$ cat src/rtl/alp_mdseq_pkg.sv
// rtl/alp_mdseq_pkg.sv - shared ALU codes, op codes, state and shift encodings for alp_mdseq
package alp_mdseq_pkg;

  // ALU function codes; must stay aligned with the ALU control decode
  localparam logic [3:0] ALU_ADD    = 4'h0;
  localparam logic [3:0] ALU_XOR    = 4'h3;
  localparam logic [3:0] ALU_ADD_SR = 4'h8;
  localparam logic [3:0] ALU_ADD_SL = 4'h9;
  localparam logic [3:0] ALU_SUB_SL = 4'hA;

  localparam logic [1:0] SH_HOLD  = 2'b00;
  localparam logic [1:0] SH_RIGHT = 2'b01;
  localparam logic [1:0] SH_LEFT  = 2'b10;

  typedef enum logic [1:0] {
    OP_MUL = 2'b00,
    OP_DIV = 2'b01,
    OP_BCD = 2'b10,
    OP_RSV = 2'b11
  } op_e;

  typedef enum logic [2:0] {
    S_IDLE = 3'd0,
    S_INIT = 3'd1,
    S_STEP = 3'd2,
    S_FIX  = 3'd3,
    S_BCD  = 3'd4,
    S_DONE = 3'd5
  } state_e;

endpackage

$ cat src/rtl/alp_mdseq_stepctr.sv
// rtl/alp_mdseq_stepctr.sv - loadable down-counter for iteration steps, saturates at zero
module alp_mdseq_stepctr #(
  parameter int CW = 6
) (
  input  logic          clk,
  input  logic          reset_h,
  input  logic          load,
  input  logic [CW-1:0] load_val,
  input  logic          dec,
  output logic          zero
);

  logic [CW-1:0] cnt;

  always_ff @(posedge clk) begin
    if (reset_h) begin
      cnt <= '0;
    end else if (load) begin
      cnt <= load_val;
    end else if (dec && (cnt != '0)) begin
      cnt <= cnt - CW'(1);
    end
  end

  assign zero = (cnt == '0);

endmodule

$ cat src/rtl/alp_mdseq.sv
// rtl/alp_mdseq.sv - multi-cycle MUL/DIV/BCD sequencer driving ALU control and AQ shifting
module alp_mdseq
  import alp_mdseq_pkg::*;
#(
  parameter int STEPS = 32,
  parameter int CW    = 6
) (
  input  logic       clk,
  input  logic       reset_h,
  input  logic       start_h,
  input  logic [1:0] op_h,
  input  logic       stall_h,
  input  logic       abort_h,
  input  logic       q_lsb_h,
  input  logic       alu_sign_h,
  input  logic       div_zero_h,
  output logic [3:0] alu_h,
  output logic       pass_a_h,
  output logic       bcd_op_l,
  output logic [1:0] shift_ctl_h,
  output logic       q_in_h,
  output logic       ld_acc_h,
  output logic       busy_h,
  output logic       done_h,
  output logic       err_h
);

  state_e state;
  op_e    op_q;
  logic   err_q;
  logic   sign_q;
  logic   cnt_zero;
  logic   kill;

  // Abort only cancels working states; DONE always completes its pulse
  assign kill = abort_h && !stall_h &&
                (state inside {S_INIT, S_STEP, S_FIX, S_BCD});

  alp_mdseq_stepctr #(.CW(CW)) u_stepctr (
    .clk      (clk),
    .reset_h  (reset_h),
    .load     (!stall_h && (state == S_INIT)),
    .load_val (CW'(STEPS - 1)),
    .dec      (!stall_h && (state == S_STEP)),
    .zero     (cnt_zero)
  );

  always_ff @(posedge clk) begin
    if (reset_h) begin
      state  <= S_IDLE;
      op_q   <= OP_MUL;
      err_q  <= 1'b0;
      sign_q <= 1'b0;
    end else if (!stall_h) begin
      if (kill) begin
        state <= S_IDLE;
      end else begin
        case (state)
          S_IDLE: if (start_h) begin
            op_q  <= op_e'(op_h);
            err_q <= (op_h == OP_RSV) || ((op_h == OP_DIV) && div_zero_h);
            state <= S_INIT;
          end
          S_INIT: begin
            sign_q <= 1'b0;
            if (err_q)                state <= S_DONE;
            else if (op_q == OP_BCD)  state <= S_BCD;
            else                      state <= S_STEP;
          end
          S_STEP: begin
            if (op_q == OP_DIV) sign_q <= alu_sign_h;
            if (cnt_zero) state <= (op_q == OP_DIV) ? S_FIX : S_DONE;
          end
          S_FIX:   state <= S_DONE;
          S_BCD:   state <= S_DONE;
          S_DONE:  state <= S_IDLE;
          default: state <= S_IDLE;
        endcase
      end
    end
  end

  always_comb begin
    alu_h       = ALU_ADD;
    pass_a_h    = 1'b1;
    bcd_op_l    = 1'b1;
    shift_ctl_h = SH_HOLD;
    q_in_h      = 1'b0;
    ld_acc_h    = 1'b0;
    busy_h      = (state != S_IDLE);
    done_h      = 1'b0;
    err_h       = 1'b0;
    case (state)
      S_INIT: begin
        alu_h    = ALU_XOR;
        pass_a_h = 1'b0;
        ld_acc_h = 1'b1;
      end
      S_STEP: begin
        ld_acc_h = 1'b1;
        if (op_q == OP_DIV) begin
          // Non-restoring: subtract while partial remainder is non-negative
          alu_h       = sign_q ? ALU_ADD_SL : ALU_SUB_SL;
          pass_a_h    = 1'b0;
          shift_ctl_h = SH_LEFT;
          q_in_h      = !sign_q;
        end else begin
          alu_h       = ALU_ADD_SR;
          pass_a_h    = !q_lsb_h;
          shift_ctl_h = SH_RIGHT;
        end
      end
      S_FIX: begin
        pass_a_h    = 1'b0;
        shift_ctl_h = SH_LEFT;
        q_in_h      = !sign_q;
        ld_acc_h    = sign_q;
      end
      S_BCD: begin
        pass_a_h = 1'b0;
        bcd_op_l = 1'b0;
        ld_acc_h = 1'b1;
      end
      S_DONE: begin
        done_h = 1'b1;
        err_h  = err_q;
      end
      default: ;
    endcase
    if (kill) ld_acc_h = 1'b0;
  end

endmodule

$ cat config.mk
export PLATFORM = sky130hd
export DESIGN_NAME = alp_mdseq
export DESIGN_NICKNAME = d
export VERILOG_FILES = /design/src/rtl/alp_mdseq_pkg.sv /design/src/rtl/alp_mdseq_stepctr.sv /design/src/rtl/alp_mdseq.sv
export SDC_FILE = /design/constraint.sdc
export NUM_CORES = 1
export LEC_CHECK = 0
export ABC_CLOCK_PERIOD_IN_PS = 2600
export CAP_MARGIN = 20
export CORE_MARGIN = 2
export CORE_UTILIZATION = 35
export DETAILED_ROUTE_END_ITERATION = 16
export HOLD_SLACK_MARGIN = 0.02
export PLACE_DENSITY = 0.58
export SKIP_LAST_GASP = 1
export SYNTH_ARGS = -nofsm -noshare
export SYNTH_HDL_FRONTEND = slang
export SYNTH_SLANG_ARGS = --single-unit
$ cat constraint.sdc
create_clock -name clk -period 2.6 [get_ports clk]
set_input_delay 0.52 -clock clk [delete_from_list [all_inputs] [get_ports clk]]
set_output_delay 0.52 -clock clk [all_outputs]
set_load 0.1 [all_outputs]
Word level (Yosys, flattened, before mapping)

Index checks and enable logic that the tools add are counted.

Bits in latches: 0
Bits of input ports: 10
RAM bits: 0
Output and inout port bits: 13
Word-level logic and storage cells: 70
Memories kept: 0
Bits in registers: 13
Memory bits (read-only): 0

Multiply operators: 0
Equal/unequal tests: 12
Order comparisons: 0
Multiplexer cells: 25
Bitwise operators: 2
Div/mod/pow operators: 0
$add $sub $neg: 1
Shifts and indexed selects: 0
Reductions and logical operators: 24

Operators with widths:

| operator            | count |
|---|---|
| $mux 3              | 6 |
| $pmux 3 s4          | 1 |
| $mux 5              | 2 |
| $pmux 1 s2          | 4 |
| $pmux 4 s2          | 1 |
| $reduce_and 4->1    | 2 |
| $mux 1              | 7 |
| $eq 3x2->1 const B  | 2 |
| $eq 3x3->1 const B  | 2 |
| $logic_and 1x1->1   | 6 |
| $logic_not 6->1     | 1 |
| $mux 2              | 3 |
| $ne 3x3->1 const B  | 2 |
| $reduce_bool 6->1   | 1 |
| $reduce_or 3->1     | 2 |
| $sub 6x1->6 const B | 1 |
| $eq 2x1->1 const B  | 2 |
| $eq 2x2->1 const B  | 2 |
| $pmux 2 s2          | 1 |
| $reduce_bool 2->1   | 2 |
| $reduce_bool 4->1   | 1 |
| $reduce_or 2->1     | 2 |
| $eq 3x1->1 const B  | 1 |
| $logic_not 1->1     | 3 |
| other kinds (6)     | 7 |

Logic depth before layout (Yosys ltp)

Gate-level depths: netlist of the first run.

Depth in word-level cells: 5
Mapped depth: 6
Gate-level depth less buffers: 6

Hierarchy

A second synthesis of the first run with hierarchy kept.

Cell total of the unflattened synthesis: 129
Area total of the unflattened synthesis: 954.7 um2

By module, submodules not included:

| module            | sequential area each (um2) | area an instance (um2) | cells each | instances |
|---|---|---|---|---|
| alp_mdseq         | 140.1                      | 583.1                  | 87         | 1 |
| alp_mdseq_stepctr | 120.1                      | 371.6                  | 42         | 1 |

Least setup slack after synthesis of the first run

Ideal clock, no wire load.

Kind: register to output
From: register state[2]
To: output port q_in_h
Data arrival time: 3.660 ns
Cell stages (with the launch flop): 5
Path buffers: 3
Setup slack: -1.580 ns
Data required time: 2.080 ns
Cells stage by stage: dfxtp_1 -> buf_6 -> buf_2 -> buf_1 -> nor4_1

Word-level cells in the longest chain between the ends: 2
Elaborated cells between the ends (all ways): 3
Those cells by class: eq/ne (2); mux (1)

RTL lines:

| what                   | line            | RTL |
|---|---|---|
| from (decl)            | alp_mdseq.sv:28 | `state_e state;` |
| from (signal assigned) | alp_mdseq.sv:72 | `if (cnt_zero) state <= (op_q == OP_DIV) ? S_FIX : S_DONE;` |
| $eq 3x2->1             | alp_mdseq.sv:93 | `case (state)` |
| $pmux 1 s2 *           | alp_mdseq.sv:93 |  |
| to (decl)              | alp_mdseq.sv:21 | `output logic q_in_h,` |

Every way passes the cells marked *; elsewhere a longest branch is shown, timed or not.

Worst setup path after layout of the first run

From: register state[0]
To: output port alu_h[0]

Word-level cells in the longest chain between the ends: 2
Elaborated cells between the ends (all ways): 3
Those cells by class: eq/ne (2); mux (1)

RTL lines:

| what                                            | line            | RTL |
|---|---|---|
| $eq 3x2->1 / $eq 3x1->1 (equally long branches) | alp_mdseq.sv:93 |  |
| $pmux 4 s2 *                                    | alp_mdseq.sv:93 |  |
| to (decl)                                       | alp_mdseq.sv:17 | `output logic [3:0] alu_h,` |

Marks and branches as above.

==> results of run 1 <==
-- per-stage QoR --
step           setup slack (ns)  utilization, %  hold slack, ns  cells
6_report                  0.304            51.0           0.523    184
4_1_cts                   0.298            51.0           0.525    184
5_1_grt                   0.160            51.0           0.561    184
2_1_floorplan            -0.797               -           0.476    131
3_3_place_gp              0.444            50.0           0.494    180
3_5_place_dp              0.418            50.0           0.513    180
-- tightest hold or removal path, cell delays in order (launching register included) --
cell and delay (ns):
dfxtp_1 0.32, inv_1 0.09, a211oi_1 0.07
-- kinds of logic (layout without fill, tap and decap cells) --
family                   Yosys count  in the layout
AO/OA/AOI/OAI                     36             36
XOR/XNOR                           2              2
adder cells (fa/ha/maj)            2              2
buffers and inverters             19             41
flip-flops                        13             13
multiplexers                       6              6
other                              1              1
AND/OR/NAND/NOR                   52             52
-- power by group through the flow --
| stage | clock, uW | combinational [uW] | sequential, uW |
|---|---|---|---|
| floorplan | 0 | 148 | 220 |
| global placement | 0 | 214 | 222 |
| detailed placement | 0 | 215 | 223 |
| CTS | 135 | 216 | 218 |
| global route | 144 | 229 | 220 |
| finish | 130 | 215 | 218 |
-- metal layers --
metal  vias to the layer above  GRT usage, %
met5                         -             0
met2                        30          27.6
li1                        513             -
met4                         0          2.92
met3                         2          4.40
met1                       487          23.0
-- placed cells by master (no fill, tap or decap), types with 2 or more instances in the layout --
master	synthesis	layout
nor2_1	16	16
dfxtp_1	13	13
a21oi_1	11	11
buf_12	0	11
inv_1	10	10
clkdlybuf4s50_1	0	9
buf_4	3	7
nand2_1	6	6
o21ai_0	5	5
mux2i_1	5	5
nor2b_1	4	4
nand3_1	4	4
nor3_1	3	3
and3_1	3	3
clkbuf_4	0	3
nor2_2	2	2
a211oi_1	2	2
o21a_1	2	2
a211o_1	2	2
ha_1	2	2
-- cell type report --
cell class / count / area (sq um)
multi-input cells: 99 / 703
flip-flops and latches: 13 / 260
well taps: 31 / 38.8
fillers: 263 / 1380
clock buffers: 3 / 22.5
clock inverters: 1 / 5.00
repair buffers: 27 / 363
inverters: 10 / 37.5
-- worst min path at each step --
| stage | start | end | slack (ns) |
|---|---|---|---|
| finish | u_stepctr.cnt[1] | u_stepctr.cnt[1] | 0.52 |
| global route | u_stepctr.cnt[1] | u_stepctr.cnt[1] | 0.56 |
| CTS | u_stepctr.cnt[1] | u_stepctr.cnt[1] | 0.53 |
| detailed placement | u_stepctr.cnt[1] | u_stepctr.cnt[1] | 0.51 |
| global placement | u_stepctr.cnt[5] | u_stepctr.cnt[5] | 0.49 |
| floorplan | u_stepctr.cnt[1] | u_stepctr.cnt[1] | 0.48 |
-- registers in the layout, summed over array words and instances (netlist names) --
register	flops
err_q	1
op_q	2
sign_q	1
state	3
u_stepctr.cnt	6
==> metrics.csv, run 1 <==
stage,metric,value,unit
setup_path,reg-to-reg critical path startpoint,state[1],
global_route,global-route usage over all layers,17.0,%
cts,Post-CTS Setup Bufs,0,
setup_path,crit path cell chain,nor2b_1 -> a21oi_1 -> nor2_1 -> buf_12,
setup_path,r2r worst-path depth,5,
pwr,peak supply drop,0.000326,V
pwr,relative contribution of sequential cells to total power,38.7,%
pwr,part of the total power dissipated in combinational logic,38.2,%
min_path,Worst Hold Class,reg -> reg,
cts,clock buffer count from CTS,3,
synth,"Seq/Total Area, Yosys",24.8,%
synth,Gate Count Post-Synth,131,
floorplan,boundary pin count,23,
pwr,Sw Ratio,38.2,%
place,final weighted congestion of routability-driven global placement,0.858,
setup_path,launch point of the worst path,state[0],
setup_path,buffers and inverters on the worst path,1,
synth,register bit total from synthesis,13,
synth,Synthesized Nets,143,
routing,Residual DRC,1,
sta,final clock period utilization by the worst path,88.3,%
run_status,run status,"complete, but fails checks",
cts,Clock Pin Slew Worst Setup and Hold Paths,0.08,ns
floorplan,std cell rows,19,
routing,wire length the detailed router placed on met1,1.21,mm
routing,Max Used Layer,met4,
synth,most area-consuming cells after synthesis,"dfxtp_1, nor2_1, a21oi_1",
setup_path,number of logic stages on the critical path including buffering,4,
global_route,global-route wire length before repair,4.54,mm
sta,Final Hold Violating Endpoints,0,
pwr,total power after layout,563,uW
finish,n_diodes,0,
routing,met2 wire length,1.24,mm
floorplan,horizontal die dimension,58.8,um
cts,Resize count post-CTS,0,
global_route,pin count of the biggest net entering global routing,19,
synth,Yosys warning count,0,
setup_path,worst reg-to-reg setup slack,0.95,ns
place,port buffer count,21,
sta,worst clock skew,0.00162,ns
routing,vias per inst,5.61,
setup_path,top fanout value on the critical path,9,
floorplan,Die Ht,58.8,um
global_route,antenna violations before repair,0,
cts,"Hold-fix buffers, CTS",0,
synth,Post-synth ARST share,0,%
pwr,proportion of power drawn by the clock network,23.1,%
synth,synthesized-area fraction occupied by adder cells,2.38,%
sta,total of endpoints with negative setup slack in the final report,0,
setup_path,Setup CP Type,reg -> out,
synth,cell taking the most area after synthesis,dfxtp_1,
place,Placed Instance Area,0.00140,sq mm
setup_path,required time at the endpoint of the critical path,2.08,ns
flow_run,number of violations of the max-capacitance limit,0,
cts,Longest Clk Path Bufs,2,
synth,primary flip-flop cell chosen by synthesis mapping,dfxtp_1,
routing,number of detailed-routing iterations run before antenna repair,11,
synth,area of the mapped netlist,0.00105,sq mm
sta,final critical delay including setup and external delays,2.30,ns
finish,area growth from synthesis to layout,36.2,%
synth,leading post-synthesis cells by instance count,"nor2_1, dfxtp_1, a21oi_1",
synth,count of flip-flops with a built-in enable after synthesis,0,
cts,clock network latency to the later pin of the worst-skew pair,0.28,ns
sta,Max-slew headroom,64.2,%
synth,mux share of post-synthesis cell area,5.84,%
synth,compound-cell area share of the yosys netlist,25.9,%
cts,number of sinks driven by the clock tree,13,
setup_path,kind of launch point of the worst setup path,register,
synth,fraction of synthesized cell area in xor and xnor cells,1.67,%
routing,wire per inst,14.3,um
sta,Sum Neg Setup Slack,0,ns
pwr,static leakage,0.000576,uW
synth,Yosys top cell area share,24.8,%
floorplan,Std-Cell Core Area,0.00281,sq mm
place,half-perimeter wire length after detailed placement,2.04,mm
synth,Synth Area in Simple Gates,30.2,%
finish,Final #Nets,166,
routing,via count,1032,
pwr,cell internal power dissipation,348,uW
sta,highest attainable clock frequency,436,MHz
routing,Met3 Wirelength,172,um
global_route,number of global-route vias before repair,967,
run_status,violated checks,DRC,
setup_path,Slowest cell on crit path,nor2b_1,
routing,DRC marker count from the first detailed-route iteration,66,
sta,RSZ-0062 raised after global routing,false,
floorplan,floorplan die area,0.00345,sq mm
synth,library cells used by synthesis,53,
setup_path,arrival time of the worst setup path,1.78,ns
min_path,instance count along the most critical hold path,2,
sta,pin slew with the least headroom to its limit,0.536,ns
routing,final antenna-violating net count,0,
setup_path,crit end category,primary output,
finish,final instance area,0.00143,sq mm
cts,clock root buffer,clkbuf_4,
setup_path,Max stage delay on crit path,0.50,ns
synth,combinational family with the most area after synthesis,simple AND/OR/NAND/NOR gates,
floorplan,initial core utilization,37.4,%
cts,clock tree from TritonCTS,yes,
synth,most repeated cell in the gate-level netlist after synthesis,nor2_1,
finish,layout cells sized above 1,24.2,%
global_route,sum of overflow across all layers after global routing,0,
setup_path,reg-to-reg critical path endpoint,u_stepctr.cnt[3],
setup_path,worst setup path endpoint,alu_h[0],
routing,Routed Wire Length,2.64,mm
setup_path,cell family with the largest share of critical-path delay,simple AND/OR/NAND/NOR gates,
pwr,power density over cell area,394,mW/mm^2
synth,syn avg cell area,8.01,sq um
pwr,switching power of the nets,215,uW
sta,max-slew violation count,0,
cts,number of levels in the clock H-tree,1,
Power figures use the tool's default switching activity.
==> run 2: changes to the inputs <==
--- a/config.mk
+++ b/config.mk
@@ -5,7 +5,6 @@
 export SDC_FILE = /design/constraint.sdc
 export NUM_CORES = 1
 export LEC_CHECK = 0
-export ABC_CLOCK_PERIOD_IN_PS = 2600
 export CAP_MARGIN = 20
 export CORE_MARGIN = 2
 export CORE_UTILIZATION = 35
==> results of run 2 <==
The final DEF is identical to that of run 1; final timing and power are the same.
==> run 3: changes to the inputs <==
--- a/config.mk
+++ b/config.mk
@@ -10,8 +10,7 @@
 export CORE_UTILIZATION = 35
 export DETAILED_ROUTE_END_ITERATION = 16
 export HOLD_SLACK_MARGIN = 0.02
-export PLACE_DENSITY = 0.58
-export SKIP_LAST_GASP = 1
+export PLACE_DENSITY = 0.6
 export SYNTH_ARGS = -nofsm -noshare
 export SYNTH_HDL_FRONTEND = slang
 export SYNTH_SLANG_ARGS = --single-unit
==> constraint.sdc (replaced) <==
create_clock -name clk -period 2.05 [get_ports clk]
set_input_delay 0.41 -clock clk [delete_from_list [all_inputs] [get_ports clk]]
set_output_delay 0.41 -clock clk [all_outputs]
set_load 0.1 [all_outputs]
==> run 3 against run 2 <==
Net effect: register-to-register slack worse by 0.56 ns; flip-flop and latch count unchanged; sequential power up 28%; first-iteration DRC count down 70%; clock skew up 0.0044 ns; sequential share of layout area down 0.85 points; the run still ends with DRC left; final cell count up 2.2%; clock power up 29%; routed wire length up 6.4%; design area up 7.4%.
==> metrics.csv, run 3 (synthesized netlist as in run 1, its figures left out) <==
stage,metric,value,unit
run_status,run status,"complete, but fails checks",
run_status,violated checks,DRC,
floorplan,floorplan die area,0.00345,sq mm
cts,number of sinks driven by the clock tree,13,
setup_path,arrival time of the worst setup path,1.58,ns
pwr,switching power of the nets,283,uW
finish,n_diodes,0,
finish,Final #Nets,170,
place,placed insts,182,
setup_path,cell family with the largest share of critical-path delay,simple AND/OR/NAND/NOR gates,
finish,Largest register FFs,6,
routing,vias per inst,5.62,
floorplan,horizontal die dimension,58.8,um
floorplan,initial core utilization,37.4,%
routing,wire per inst,14.9,um
pwr,proportion of power drawn by the clock network,22.8,%
place,port buffer count,21,
finish,highest-count cells in the layout ignoring fill and taps,"nor2_1, buf_12, a21oi_1, dfxtp_1, buf_4",
sta,RSZ-0062 raised after global routing,false,
routing,via count,1056,
cts,clock root buffer,clkbuf_4,
pwr,static leakage,0.000602,uW
pwr,relative contribution of sequential cells to total power,37.9,%
finish,largest registers in the final layout,"u_stepctr.cnt (6), state (3), op_q (2)",
place,final weighted congestion of routability-driven global placement,0.818,
floorplan,Std-Cell Core Area,0.00281,sq mm
cts,Clock Pin Slew Worst Setup and Hold Paths,0.08,ns
setup_path,Max stage delay on crit path,0.54,ns
floorplan,Die Ht,58.8,um
setup_path,worst reg-to-reg setup slack,0.39,ns
pwr,cell internal power dissipation,453,uW
setup_path,kind of launch point of the worst setup path,register,
setup_path,top fanout value on the critical path,15,
global_route,global-route wire length before repair,4.83,mm
finish,area growth from synthesis to layout,46.4,%
pwr,Sw Ratio,38.5,%
finish,final std cells w/o fill,188,
routing,number of detailed-routing iterations run before antenna repair,10,
floorplan,std cell rows,19,
sta,max-slew violation count,0,
finish,layout cells sized above 1,33.1,%
global_route,pin count of the biggest net entering global routing,16,
routing,Routed Wire Length,2.81,mm
sta,total of endpoints with negative setup slack in the final report,0,
sta,final clock period utilization by the worst path,97.1,%
sta,Sum Neg Setup Slack,0,ns
flow_run,number of violations of the max-capacitance limit,0,
pwr,peak supply drop,0.000257,V
floorplan,boundary pin count,23,
cts,clock network latency to the later pin of the worst-skew pair,0.29,ns
cts,number of levels in the clock H-tree,1,
global_route,antenna violations before repair,0,
sta,highest attainable clock frequency,503,MHz
cts,clock tree from TritonCTS,yes,
finish,final instance area,0.00154,sq mm
cts,Longest Clk Path Bufs,2,
pwr,part of the total power dissipated in combinational logic,39.2,%
setup_path,required time at the endpoint of the critical path,1.64,ns
setup_path,crit path cell chain,or3_2 -> o211a_2 -> buf_12,
sta,final critical delay including setup and external delays,1.99,ns
routing,final antenna-violating net count,0,
routing,DRC marker count from the first detailed-route iteration,20,
global_route,number of global-route vias before repair,1036,
place,Placed Instance Area,0.00149,sq mm
place,half-perimeter wire length after detailed placement,2.17,mm
global_route,global-route usage over all layers,18.4,%
sta,Final Hold Violating Endpoints,0,
setup_path,Setup CP Type,reg -> out,
sta,worst clock skew,0.00601,ns
setup_path,buffers and inverters on the worst path,1,
min_path,Worst Hold Class,reg -> reg,
setup_path,crit end category,primary output,
setup_path,Slowest cell on crit path,or3_2,
cts,clock buffer count from CTS,3,
finish,largest register by flop count,u_stepctr.cnt,
finish,"leading cell type in the layout, fill and taps excluded",nor2_1,
routing,Residual DRC,2,
cts,"Hold-fix buffers, CTS",0,
global_route,sum of overflow across all layers after global routing,0,
pwr,power density over cell area,479,mW/mm^2
==> run 3: changes by cell type in the layout (fill, tap and decap cells not counted), moves of 2 or more <==
cell     delta
dfxtp_1     -3
nor2_1      -3
nor3_4      +2
nor2_2      +3
buf_4       +3
nor3_1      -2
dfxtp_2     +2
nor2b_1     -2
nor2b_2     +2
==> run 3: power by group through the flow <==
stage / combinational [uW] / clock, uW / sequential (uW)
final: 289 / 168 / 279
after global routing: 308 / 188 / 281
after CTS: 289 / 175 / 279
after detailed placement: 286 / 0 / 286
after global placement: 283 / 0 / 285
after floorplan: 198 / 0 / 279
==> run 3: area by class of cell <==
class | instances | area (sq um)
Multi-Input combinational cell | 99 | 758
Fill cell | 268 | 1270
Timing Repair Buffer | 31 | 405
Inverter | 10 | 41.3
Tap cell | 31 | 38.8
Clock buffer | 4 | 26.3
Sequential cell | 13 | 267
==> run 3: worst paths after layout <==
path / start / endpoint / cells past startpoint
setup / recovery: state[1] / ld_acc_h / 3
hold / removal: u_stepctr.cnt[1] / u_stepctr.cnt[1] / 2
hold reg to reg: u_stepctr.cnt[1] / u_stepctr.cnt[1] / 2
setup reg to reg: u_stepctr.cnt[0] / u_stepctr.cnt[5] / 6
==> run 3: routing by layer <==
layer	global-route usage, %	vias up	wire length, um
met5	0	-	0
met4	9.09	0	58
met3	2.20	5	97
met2	31.3	28	1420
met1	22.8	495	1230
li1	-	528	-
==> run 3: per-stage QoR <==
stage	hold slack (ns)	util [%]	total power, uW	setup WS (ns)
after floorplan	0.471	-	476	-0.147
after global placement	0.493	52.9	567	0.0966
after detailed placement	0.520	52.9	571	0.0755
after CTS	0.533	54.6	743	0.0270
after global routing	0.583	54.8	777	0.000212
final	0.525	54.8	737	0.0601
==> run 3: timing repair <==
item / CTS / global route
setup endpoints to repair: 6 / 7
buffers inserted: 2 / 0
resized for setup: 2 / 3
==> run 3: tightest hold or removal path: stages, from the launching register on <==
cell	delay, ns
dfxtp_1	0.32
inv_1	0.09
a211oi_1	0.07
